$ cat config.mk
export PLATFORM = sky130hd
export DESIGN_NAME = gh_uart_rx_sampler_flat
export DESIGN_NICKNAME = d
export VERILOG_FILES = /design/src/rtl/gh_uart_rx_sampler_if.sv /design/src/rtl/gh_uart_rx_sampler.sv /design/src/flat_wrapper.sv
export SDC_FILE = /design/constraint.sdc
export NUM_CORES = 1
export LEC_CHECK = 0
export BUFFER_PORTS_ARGS = -buffer_cell sky130_fd_sc_hd__buf_4
export CORE_AREA = 8 8 62 64
export CTS_BUF_LIST = sky130_fd_sc_hd__clkbuf_16
export DETAILED_ROUTE_END_ITERATION = 16
export DIE_AREA = 0 0 70 72
export PLACE_DENSITY = 0.83
export SLEW_MARGIN = 20
export SYNTH_ARGS = -nofsm -noshare
export SYNTH_HDL_FRONTEND = slang
export SYNTH_SLANG_ARGS = --single-unit
$ cat constraint.sdc
create_clock -name clk -period 4.1 [get_ports clk]
set_input_delay 0 -clock clk [delete_from_list [all_inputs] [get_ports clk]]
set_output_delay 0 -clock clk [all_outputs]
set_load 0.02 [all_outputs]
$ cat src/rtl/gh_uart_rx_sampler_if.sv
// Signal bundle between the UART receive sampler and its environment:
// the baud enable, the serial line, the per-character configuration, the shift-register controls and the status flags.
`timescale 1ns/1ps
interface gh_uart_rx_sampler_if;
    logic       brc;
    logic       rx;
    logic [3:0] num_bits;
    logic       parity_en;
    logic       parity_even;
    logic       two_stop;
    logic       sr_clr;
    logic       sr_se;
    logic       sr_d;
    logic       rx_done;
    logic       parity_err;
    logic       frame_err;
    logic       break_err;
    logic       busy;

    modport master (
        output brc, rx, num_bits, parity_en, parity_even, two_stop,
        input  sr_clr, sr_se, sr_d, rx_done, parity_err, frame_err, break_err, busy
    );

    modport slave (
        input  brc, rx, num_bits, parity_en, parity_even, two_stop,
        output sr_clr, sr_se, sr_d, rx_done, parity_err, frame_err, break_err, busy
    );
endinterface

$ cat src/rtl/gh_uart_rx_sampler.sv
// UART receive bit sampler: finds the start bit, samples each bit at mid-cell on the 16x enable
// and drives a downstream shift register so the word lands right-aligned.
// state     | meaning
// IDLE      | line idle, waiting for a low tick
// START     | checking the start bit at mid-cell
// DATA      | sampling data bits, shifting each into the register
// PAD       | shifting zeros above a short word
// PARITY    | sampling the parity bit
// STOP1     | sampling the first stop bit
// STOP2     | sampling the second stop bit
// WAIT_HIGH | framing error seen, waiting for the line to return high
`timescale 1ns/1ps
module gh_uart_rx_sampler #(
    parameter int WIDTH = 8
) (
    input logic                 clk,
    input logic                 srst,
    gh_uart_rx_sampler_if.slave bus
);
    localparam logic [4:0] WIDTH5 = 5'(WIDTH);

    typedef enum logic [2:0] {
        IDLE, START, DATA, PAD, PARITY, STOP1, STOP2, WAIT_HIGH
    } state_t;

    state_t     state, state_nx;
    logic [3:0] tick_cnt, tick_nx;
    logic [4:0] bit_cnt, bit_nx;
    logic [4:0] nb_q, nb_nx, nb_clamp;
    logic       pen_q, pen_nx, pev_q, pev_nx, two_q, two_nx;
    logic       par_acc, par_nx, any_one, one_nx, fe_acc, fe_nx, pb_acc, pb_nx;
    logic       clr_q, clr_nx, se_q, se_nx, d_q, d_nx, done_q, done_nx;
    logic       perr_q, perr_nx, ferr_q, ferr_nx, berr_q, berr_nx, busy_q;
    logic       sample, finish;

    assign sample = bus.brc && (tick_cnt == 4'd7);

    always_comb begin
        if (bus.num_bits < 4'd5)
            nb_clamp = 5'd5;
        else if ({1'b0, bus.num_bits} > WIDTH5)
            nb_clamp = WIDTH5;
        else
            nb_clamp = {1'b0, bus.num_bits};
    end

    always_comb begin
        state_nx = state;
        tick_nx  = bus.brc ? tick_cnt + 4'd1 : tick_cnt;
        bit_nx   = bit_cnt;
        nb_nx    = nb_q;
        pen_nx   = pen_q;
        pev_nx   = pev_q;
        two_nx   = two_q;
        par_nx   = par_acc;
        one_nx   = any_one;
        fe_nx    = fe_acc;
        pb_nx    = pb_acc;
        clr_nx   = 1'b0;
        se_nx    = 1'b0;
        d_nx     = 1'b0;
        done_nx  = 1'b0;
        perr_nx  = perr_q;
        ferr_nx  = ferr_q;
        berr_nx  = berr_q;
        finish   = 1'b0;

        unique case (state)
            IDLE: if (bus.brc && !bus.rx) begin
                tick_nx  = 4'd0;
                state_nx = START;
            end
            START: if (sample) begin
                if (bus.rx) begin
                    state_nx = IDLE;
                end else begin
                    clr_nx   = 1'b1;
                    par_nx   = 1'b0;
                    one_nx   = 1'b0;
                    fe_nx    = 1'b0;
                    pb_nx    = 1'b0;
                    nb_nx    = nb_clamp;
                    pen_nx   = bus.parity_en;
                    pev_nx   = bus.parity_even;
                    two_nx   = bus.two_stop;
                    bit_nx   = nb_clamp;
                    state_nx = DATA;
                end
            end
            DATA: if (sample) begin
                se_nx  = 1'b1;
                d_nx   = bus.rx;
                par_nx = par_acc ^ bus.rx;
                one_nx = any_one | bus.rx;
                if (bit_cnt == 5'd1) begin
                    bit_nx = WIDTH5 - nb_q;
                    if (nb_q == WIDTH5)
                        state_nx = pen_q ? PARITY : STOP1;
                    else
                        state_nx = PAD;
                end else begin
                    bit_nx = bit_cnt - 5'd1;
                end
            end
            // Padding ticks fall between sample points, so the bit timing is untouched.
            PAD: if (bus.brc) begin
                se_nx  = 1'b1;
                bit_nx = bit_cnt - 5'd1;
                if (bit_cnt == 5'd1)
                    state_nx = pen_q ? PARITY : STOP1;
            end
            PARITY: if (sample) begin
                pb_nx    = (par_acc ^ bus.rx) != ~pev_q;
                one_nx   = any_one | bus.rx;
                state_nx = STOP1;
            end
            STOP1: if (sample) begin
                one_nx = any_one | bus.rx;
                if (!bus.rx) fe_nx = 1'b1;
                if (two_q) state_nx = STOP2;
                else       finish   = 1'b1;
            end
            STOP2: if (sample) begin
                one_nx = any_one | bus.rx;
                if (!bus.rx) fe_nx = 1'b1;
                finish = 1'b1;
            end
            WAIT_HIGH: if (bus.brc && bus.rx) state_nx = IDLE;
            default: state_nx = IDLE;
        endcase

        if (finish) begin
            done_nx  = 1'b1;
            perr_nx  = pb_nx;
            ferr_nx  = fe_nx;
            berr_nx  = !one_nx;
            state_nx = fe_nx ? WAIT_HIGH : IDLE;
        end
    end

    always_ff @(posedge clk) begin
        if (srst) begin
            state    <= IDLE;
            tick_cnt <= 4'd0;
            bit_cnt  <= 5'd0;
            nb_q     <= 5'd5;
            pen_q    <= 1'b0;
            pev_q    <= 1'b0;
            two_q    <= 1'b0;
            par_acc  <= 1'b0;
            any_one  <= 1'b0;
            fe_acc   <= 1'b0;
            pb_acc   <= 1'b0;
            clr_q    <= 1'b0;
            se_q     <= 1'b0;
            d_q      <= 1'b0;
            done_q   <= 1'b0;
            perr_q   <= 1'b0;
            ferr_q   <= 1'b0;
            berr_q   <= 1'b0;
            busy_q   <= 1'b0;
        end else begin
            state    <= state_nx;
            tick_cnt <= tick_nx;
            bit_cnt  <= bit_nx;
            nb_q     <= nb_nx;
            pen_q    <= pen_nx;
            pev_q    <= pev_nx;
            two_q    <= two_nx;
            par_acc  <= par_nx;
            any_one  <= one_nx;
            fe_acc   <= fe_nx;
            pb_acc   <= pb_nx;
            clr_q    <= clr_nx;
            se_q     <= se_nx;
            d_q      <= d_nx;
            done_q   <= done_nx;
            perr_q   <= perr_nx;
            ferr_q   <= ferr_nx;
            berr_q   <= berr_nx;
            busy_q   <= (state_nx != IDLE);
        end
    end

    assign bus.sr_clr     = clr_q;
    assign bus.sr_se      = se_q;
    assign bus.sr_d       = d_q;
    assign bus.rx_done    = done_q;
    assign bus.parity_err = perr_q;
    assign bus.frame_err  = ferr_q;
    assign bus.break_err  = berr_q;
    assign bus.busy       = busy_q;
endmodule

$ cat src/flat_wrapper.sv
// flat-port wrapper written by rule: the top's interface ports become plain ports
module gh_uart_rx_sampler_flat 
#(
    parameter int WIDTH = 8
)
  (clk, srst, bus_brc, bus_rx, bus_num_bits, bus_parity_en, bus_parity_even, bus_two_stop, bus_sr_clr, bus_sr_se, bus_sr_d, bus_rx_done, bus_parity_err, bus_frame_err, bus_break_err, bus_busy);
  gh_uart_rx_sampler_if bus_i ();
  input logic clk;
  input logic srst;
  input wire logic [$bits(bus_i.brc)-1:0] bus_brc;
  input wire logic [$bits(bus_i.rx)-1:0] bus_rx;
  input wire logic [$bits(bus_i.num_bits)-1:0] bus_num_bits;
  input wire logic [$bits(bus_i.parity_en)-1:0] bus_parity_en;
  input wire logic [$bits(bus_i.parity_even)-1:0] bus_parity_even;
  input wire logic [$bits(bus_i.two_stop)-1:0] bus_two_stop;
  output wire logic [$bits(bus_i.sr_clr)-1:0] bus_sr_clr;
  output wire logic [$bits(bus_i.sr_se)-1:0] bus_sr_se;
  output wire logic [$bits(bus_i.sr_d)-1:0] bus_sr_d;
  output wire logic [$bits(bus_i.rx_done)-1:0] bus_rx_done;
  output wire logic [$bits(bus_i.parity_err)-1:0] bus_parity_err;
  output wire logic [$bits(bus_i.frame_err)-1:0] bus_frame_err;
  output wire logic [$bits(bus_i.break_err)-1:0] bus_break_err;
  output wire logic [$bits(bus_i.busy)-1:0] bus_busy;
  assign bus_i.brc = bus_brc;
  assign bus_i.rx = bus_rx;
  assign bus_i.num_bits = bus_num_bits;
  assign bus_i.parity_en = bus_parity_en;
  assign bus_i.parity_even = bus_parity_even;
  assign bus_i.two_stop = bus_two_stop;
  assign bus_sr_clr = bus_i.sr_clr;
  assign bus_sr_se = bus_i.sr_se;
  assign bus_sr_d = bus_i.sr_d;
  assign bus_rx_done = bus_i.rx_done;
  assign bus_parity_err = bus_i.parity_err;
  assign bus_frame_err = bus_i.frame_err;
  assign bus_break_err = bus_i.break_err;
  assign bus_busy = bus_i.busy;
  gh_uart_rx_sampler #(.WIDTH(WIDTH)) u_core (.clk(clk), .srst(srst), .bus(bus_i));
endmodule
==> qor.yml, run 1 <==
outcome:
  outcome: "completed"
hold_path:
  hold_class: "input pin to register"
  worstHoldPathCells: 3
power_and_ir_drop:
  fin_total_pwr_mw: 0.758
  p_leak_nw: 0.717
  powerDensity_nw_per_um2: 378
  ir_drop_mv: 0.337
drt:
  ant_nets: 0
  firstDrtPassIters: 4
  drtIter0Drc: 137
  via_per_inst: 6.08
  wl_per_cell_um: 15.1
  drc: 0
  drt_wl_total_um: 3930
  vias: 1586
synthesis:
  yosys.cell_count.top_type: "dfxtp_1"
  synth_edf_count: 0
  ys_seq_area_frac: 0.368
  async_flop_share: 0
  avgSynthCellArea_um2: 8.00
  synth_ff_type: "dfxtp_1"
  ys_seq_elements: 31
  synthTopCellsByArea: "dfxtp_1 (37%), nor2_1 (5.1%), a21oi_1 (4.4%)"
  synth_commonest_cells: "dfxtp_1 (31), nor2_1 (23), nand2_1 (19)"
  yosysTopAreaCell: "dfxtp_1"
  synth_top_area_frac: 0.368
  syn-instance-count: 211
  synth_area_um2: 1690
  yosys_warnings: 0
  ys_types: 45
  syn_nets: 226
clocking:
  h-tree-depth: 2
  cts_made_buffers: 5
  clockBufferDepth: 2
  cts_tree: "yes"
  cts.clk_slew.worst_paths_ns: 0.05
  cts-root-buf: "clkbuf_16"
  cts_setup_buffers: 0
  numClockSinks: 31
  clk_latency_ns: 0.28
final_layout:
  diodes: 0
  fin_util: 0.690
  fin_nets: 242
  drive_gt1_frac: 0.136
  areaGrowthSynthToFinish_pct: 18.7
  fillers: 239
  design_area_um2: 2000
sta:
  rsz0062_at_grt: "no"
  finalSetupTns_ns: 0
  slew_headroom: 0.570
  tightestPinTransition_ns: 0.645
  fmax_ghz: 0.439
  hold_viol: 0
  layout_min_cycle_time_ns: 2.28
  setup_viol: 0
  fin_skew_ns: 0.00424
  min_period_over_period: 0.556
  slew_viol_final: 0
placed_design:
  place.gp.congestion: 0.888
  portBuffers: 18
  dp_hpwl_um: 2690
  dpl_cell_area_um2: 1810
worst_setup_path:
  critPathArrivalTime_ns: 2.46
  cp-start-kind: "register"
  cp_max_fo: 12
  worstSetupPathType: "register to register"
  rr_worst_depth: 6
  endpoint_kind: "register"
  critPathRequiredTime_ns: 4.29
die:
  start_util: 0.581
  die_area_um2: 5040
  die-width_um: 70
  ios: 19
  dieHeight_um: 72
  core_um2: 2900
  placementRows: 20
run:
  maxCapViolations: 0
grt:
  grt_overflow: 0
  antenna_found_initial: 0
  grt_pass1_vias: 1581
  grt_pass1_wl_um: 6800
  grt_start_max_net_pins: 31
  grt_util_all_layers: 0.161
## per-stage QoR
stage / setup WS (ns) / cells / hold slack [ns]
floorplan: 2.25 / 211 / 0.136
global placement: 1.91 / 250 / 0.248
detailed placement: 1.89 / 250 / 0.258
CTS: 1.87 / 261 / 0.0448
global route: 1.70 / 261 / 0.0702
finish: 1.82 / 261 / 0.0454
## cell type report
class	instances	area, µm²	share of cell area
multi-input cells	159	978	0.488
flip-flops and latches	31	621	0.310
repair buffers	21	165	0.0824
clock buffers	5	125	0.0625
well taps	33	41.3	0.0206
clock inverters	3	38.8	0.0194
inverters	9	33.8	0.0169
## worst paths after layout
check                                end  slack (ns)                     startpoint
min          u_core.nb_q[3]$_SDFFE_PP0P_        0.05                bus_num_bits[3]
max reg2reg   u_core.state[1]$_SDFF_PP0_        1.82  u_core.tick_cnt[0]$_SDFF_PP0_
min reg2reg     u_core.fe_acc$_SDFF_PP0_        0.49       u_core.fe_acc$_SDFF_PP0_
max           u_core.state[1]$_SDFF_PP0_        1.82  u_core.tick_cnt[0]$_SDFF_PP0_
## critical path: stages (launching register included)
cell     delay [ns]
dfxtp_1        0.37
ha_1           0.22
and4b_1        0.49
nand3_1        0.41
and3_1         0.28
a311o_1        0.32
o21ai_0        0.10
## power breakdown
| group | leakage (nW) | switching, mW | internal [mW] |
|---|---|---|---|
| Sequential | 0.250 | 0.00520 | 0.305 |
| Clock | 0.0812 | 0.125 | 0.282 |
| Combinational | 0.385 | 0.0219 | 0.0181 |
## flip-flops by register name, indices dropped and copies added, names as in the netlist, 3 cells and up
| name | cells |
|---|---|
| u_core.tick_cnt | 4 |
| u_core.nb_q | 4 |
| u_core.bit_cnt | 5 |
| u_core.state | 3 |
## routing by layer
layer	wire, µm	GRT usage	up-vias
li1	-	-	796
met1	1750	0.191	727
met2	1840	0.263	55
met3	267	0.0491	8
met4	70	0.0670	0
met5	0	0	-
## cells by family after synthesis
family | Yosys count | share of synthesized area
AO/OA/AOI/OAI | 57 | 0.229
XOR/XNOR | 9 | 0.0467
adder cells (fa/ha/maj) | 4 | 0.0297
buffers and inverters | 21 | 0.0526
flip-flops | 31 | 0.368
multiplexers | 1 | 0.00593
AND/OR/NAND/NOR | 88 | 0.268
## cells in the final DEF (no fill, tap or decap), types with 5 or more instances in the layout
cell / synthesis / final
xnor2_1: 7 / 7
buf_4: 0 / 18
nand2_1: 19 / 19
inv_1: 9 / 9
a21oi_1: 15 / 15
nor2_1: 23 / 23
nor2b_1: 6 / 6
a211oi_1: 6 / 6
nor3_1: 15 / 15
o21ai_0: 12 / 12
nand3_1: 6 / 6
dfxtp_1: 31 / 31
clkbuf_16: 0 / 5
## repair_timing
item	CTS	global route
hold endpoints to repair	3	0
setup endpoints to repair	0	0
resized for setup	0	0
hold buffers	3	0
(Power assumes the default switching activity.)
==> run 2, diff against run 1 <==
--- a/config.mk
+++ b/config.mk
@@ -5,12 +5,13 @@
 export SDC_FILE = /design/constraint.sdc
 export NUM_CORES = 1
 export LEC_CHECK = 0
+export ABC_AREA = 1
 export BUFFER_PORTS_ARGS = -buffer_cell sky130_fd_sc_hd__buf_4
-export CORE_AREA = 8 8 62 64
+export CORE_AREA = 8 8 67 69
 export CTS_BUF_LIST = sky130_fd_sc_hd__clkbuf_16
 export DETAILED_ROUTE_END_ITERATION = 16
-export DIE_AREA = 0 0 70 72
-export PLACE_DENSITY = 0.83
+export DIE_AREA = 0 0 75 77
+export PLACE_DENSITY = 0.77
 export SLEW_MARGIN = 20
 export SYNTH_ARGS = -nofsm -noshare
 export SYNTH_HDL_FRONTEND = slang
==> constraint.sdc (replaced) <==
create_clock -name clk -period 1.8 [get_ports clk]
set_input_delay 0 -clock clk [delete_from_list [all_inputs] [get_ports clk]]
set_output_delay 0 -clock clk [all_outputs]
set_load 0.02 [all_outputs]
==> qor.yml, run 2 <==
synthesis:
  synth_commonest_cells: "nor2_1 (41), nand2_1 (35), inv_1 (34)"
  synth_ff_type: "dfxtp_1"
  ys_types: 32  # -29%
  async_flop_share: 0  # unchanged
  synthTopCellsByArea: "dfxtp_1 (36%), nor2_1 (8.8%), nand2_1 (7.5%)"
  synth_top_area_frac: 0.356  # -0.0116
  yosysTopAreaCell: "dfxtp_1"
  ys_seq_area_frac: 0.356  # -0.0116
  avgSynthCellArea_um2: 6.83  # -15%
  syn_nets: 270  # +19%
  synth_area_um2: 1740  # +3.3%
  syn-instance-count: 255  # +21%
  yosys.cell_count.top_type: "nor2_1"
  synth_edf_count: 0  # unchanged
  yosys_warnings: 0  # unchanged
  ys_seq_elements: 31  # unchanged
sta:
  setup_viol: 0  # unchanged
  finalSetupTns_ns: 0  # unchanged
  fin_skew_ns: 0.00542  # +0.00118 ns
  layout_min_cycle_time_ns: 1.66  # -0.620 ns
  slew_headroom: 0.718  # +0.148
  tightestPinTransition_ns: 0.423  # -0.222 ns
  hold_viol: 0  # unchanged
  fmax_ghz: 0.603  # +37%
  slew_viol_final: 0  # unchanged
  min_period_over_period: 0.921  # +0.365
worst_setup_path:
  critPathBufInv: 1  # +1
  critPathRequiredTime_ns: 1.96  # -2.33 ns
  critPathMostFrequentCell: "nor2_1"
  worstSetupPathType: "register to register"
  cp_slowest_cell: "dfxtp_1"
  cpPeakStageDelay_ns: 0.36  # -0.13 ns
  cp_max_fo: 8  # -4
  critPathArrivalTime_ns: 1.82  # -0.64 ns
  cp-start-kind: "register"
  crit_family: "simple AND/OR/NAND/NOR gates"
  cp_cell_sequence: "ha_2 -> nand3_2 -> nor2_4 -> buf_4 -> nand3_4 -> a21oi_2 -> nand3_1 -> nor2_1 -> nor2_1"
  endpoint_kind: "register"
placed_design:
  dp_hpwl_um: 3000  # +12%
  dpl_cell_area_um2: 1920  # +6.2%
  portBuffers: 18  # unchanged
  place.gp.congestion: 0.896  # +0.80%
drt:
  ant_nets: 0  # unchanged
  via_per_inst: 5.16  # -15%
  wl_per_cell_um: 12.6  # -16%
  firstDrtPassIters: 4  # unchanged
  drtIter0Drc: 160  # +17%
  drc: 0  # unchanged
  drt_wl_total_um: 4130  # +5.0%
  vias: 1692  # +6.7%
final_layout:
  fin_nets: 294  # +21%
  drive_gt1_frac: 0.171  # +0.0355
  reg_top3: "u_core.bit_cnt: 5 flops, u_core.nb_q: 4 flops, u_core.tick_cnt: 4 flops"
  regArea_um2: 622  # +0.20%
  design_area_um2: 2080  # +4.0%
  largest_register_ffs: 5  # unchanged
  largest_register: "u_core.bit_cnt"
  fillers: 348  # +46%
  layout_common_cells: "nor2_1 (40), inv_1 (35), nand2_1 (35)"
  areaGrowthSynthToFinish_pct: 19.5
  final_common_cell: "nor2_1"
  diodes: 0  # unchanged
  multiInputGateArea_um2: 961  # -1.8%
grt:
  grt_overflow: 0  # unchanged
  grt_start_max_net_pins: 16  # -48%
  grt_pass1_vias: 1563  # -1.1%
  antenna_found_initial: 0  # unchanged
  grt_util_all_layers: 0.152  # -0.00855
  grt_pass1_wl_um: 6980  # +2.7%
outcome:
  outcome: "completed"
clocking:
  cts_hold_buf: 0  # -3
  clockBufferDepth: 2  # unchanged
  cts-root-buf: "clkbuf_16"
  clk_latency_ns: 0.27  # about the same
  cts_made_buffers: 5  # unchanged
  h-tree-depth: 2  # unchanged
  cts_tree: "yes"
  cts.clk_slew.worst_paths_ns: 0.05  # about the same
  numClockSinks: 31  # unchanged
die:
  placementRows: 22  # +10%
  dieHeight_um: 77  # +6.9%
  die-width_um: 75  # +7.1%
  die_area_um2: 5780  # +15%
  core_um2: 3500  # +20%
  start_util: 0.499  # -0.0829
  ios: 19  # unchanged
run:
  maxCapViolations: 0  # unchanged
power_and_ir_drop:
  p_leak_nw: 0.931  # +30%
  ir_drop_mv: 0.587  # +74%
  powerDensity_nw_per_um2: 801  # +110%
hold_path:
  hold_class: "input pin to register"
[run 2: through the flow]
| step | setup slack, ns | hold slack [ns] | util | total power [mW] | cells |
|---|---|---|---|---|---|
| 5_1_grt | -0.0208 | 0.0379 | 0.596 | 1.74 | 328 |
| 2_1_floorplan | 0.307 | 0.0691 | - | 0.850 | 255 |
| 6_report | 0.143 | 0.00219 | 0.596 | 1.67 | 328 |
| 3_5_place_dp | 0.115 | 0.290 | 0.549 | 0.902 | 318 |
| 4_1_cts | 0.113 | 0.00753 | 0.588 | 1.67 | 326 |
| 3_3_place_gp | 0.187 | 0.250 | 0.549 | 0.901 | 318 |
[run 2: worst reg2reg max path, delay by kind of cell, from the launching register on]
family	cells	cell delay, ns
AND/OR/NAND/NOR	6	0.64
flip-flops	1	0.36
adder cells (fa/ha/maj)	1	0.21
AO/OA/AOI/OAI	1	0.18
buffers and inverters	1	0.16
[run 2: kinds of logic after synthesis]
logic type | after synthesis | share of synthesized area
and+or+nand+nor | 117 | 0.315
AOI/OAI and AO/OA | 53 | 0.162
buffers and inverters | 42 | 0.0983
DFF | 31 | 0.356
xor gates and xnor gates | 8 | 0.0402
adders and majority gates | 4 | 0.0287
[run 2: layout make-up]
class	count	share of cell area
Sequential cell	31	0.298
Timing Repair Buffer	22	0.0793
Tap cell	48	0.0288
Clock buffer	5	0.0601
Multi-Input combinational cell	182	0.461
Clock inverter	3	0.00541
Inverter	37	0.0667
[run 2: timing repair]
action / in CTS / in global routing
buffers inserted: 0 / 2
resized for setup: 0 / 4
endpoints found under the setup margin: 0 / 5
[run 2: power breakdown]
group,internal [mW],switching [mW]
clock network,0.495,0.274
logic,0.0691,0.109
registers,0.705,0.0157
[run 2: routing by layer]
layer	wire length, µm	share of wire	GRT usage
met5	0	0	0
met2	1850	0.45	0.232
met1	1960	0.48	0.193
met4	63	0.015	0.0549
met3	257	0.062	0.0455
[run 2: worst paths after layout]
check                                         start                           endpoint  slack, ns  cells past startpoint
setup / recovery      u_core.tick_cnt[1]$_SDFF_PP0_         u_core.bus.busy$_SDFF_PP0_       0.14                      9
setup reg to reg      u_core.tick_cnt[1]$_SDFF_PP0_         u_core.bus.busy$_SDFF_PP0_       0.14                      9
hold reg to reg   u_core.bus.frame_err$_SDFFE_PP0P_  u_core.bus.frame_err$_SDFFE_PP0P_       0.48                      2
hold / removal                      bus_parity_even          u_core.pev_q$_SDFFE_PP0P_      0.002                      3
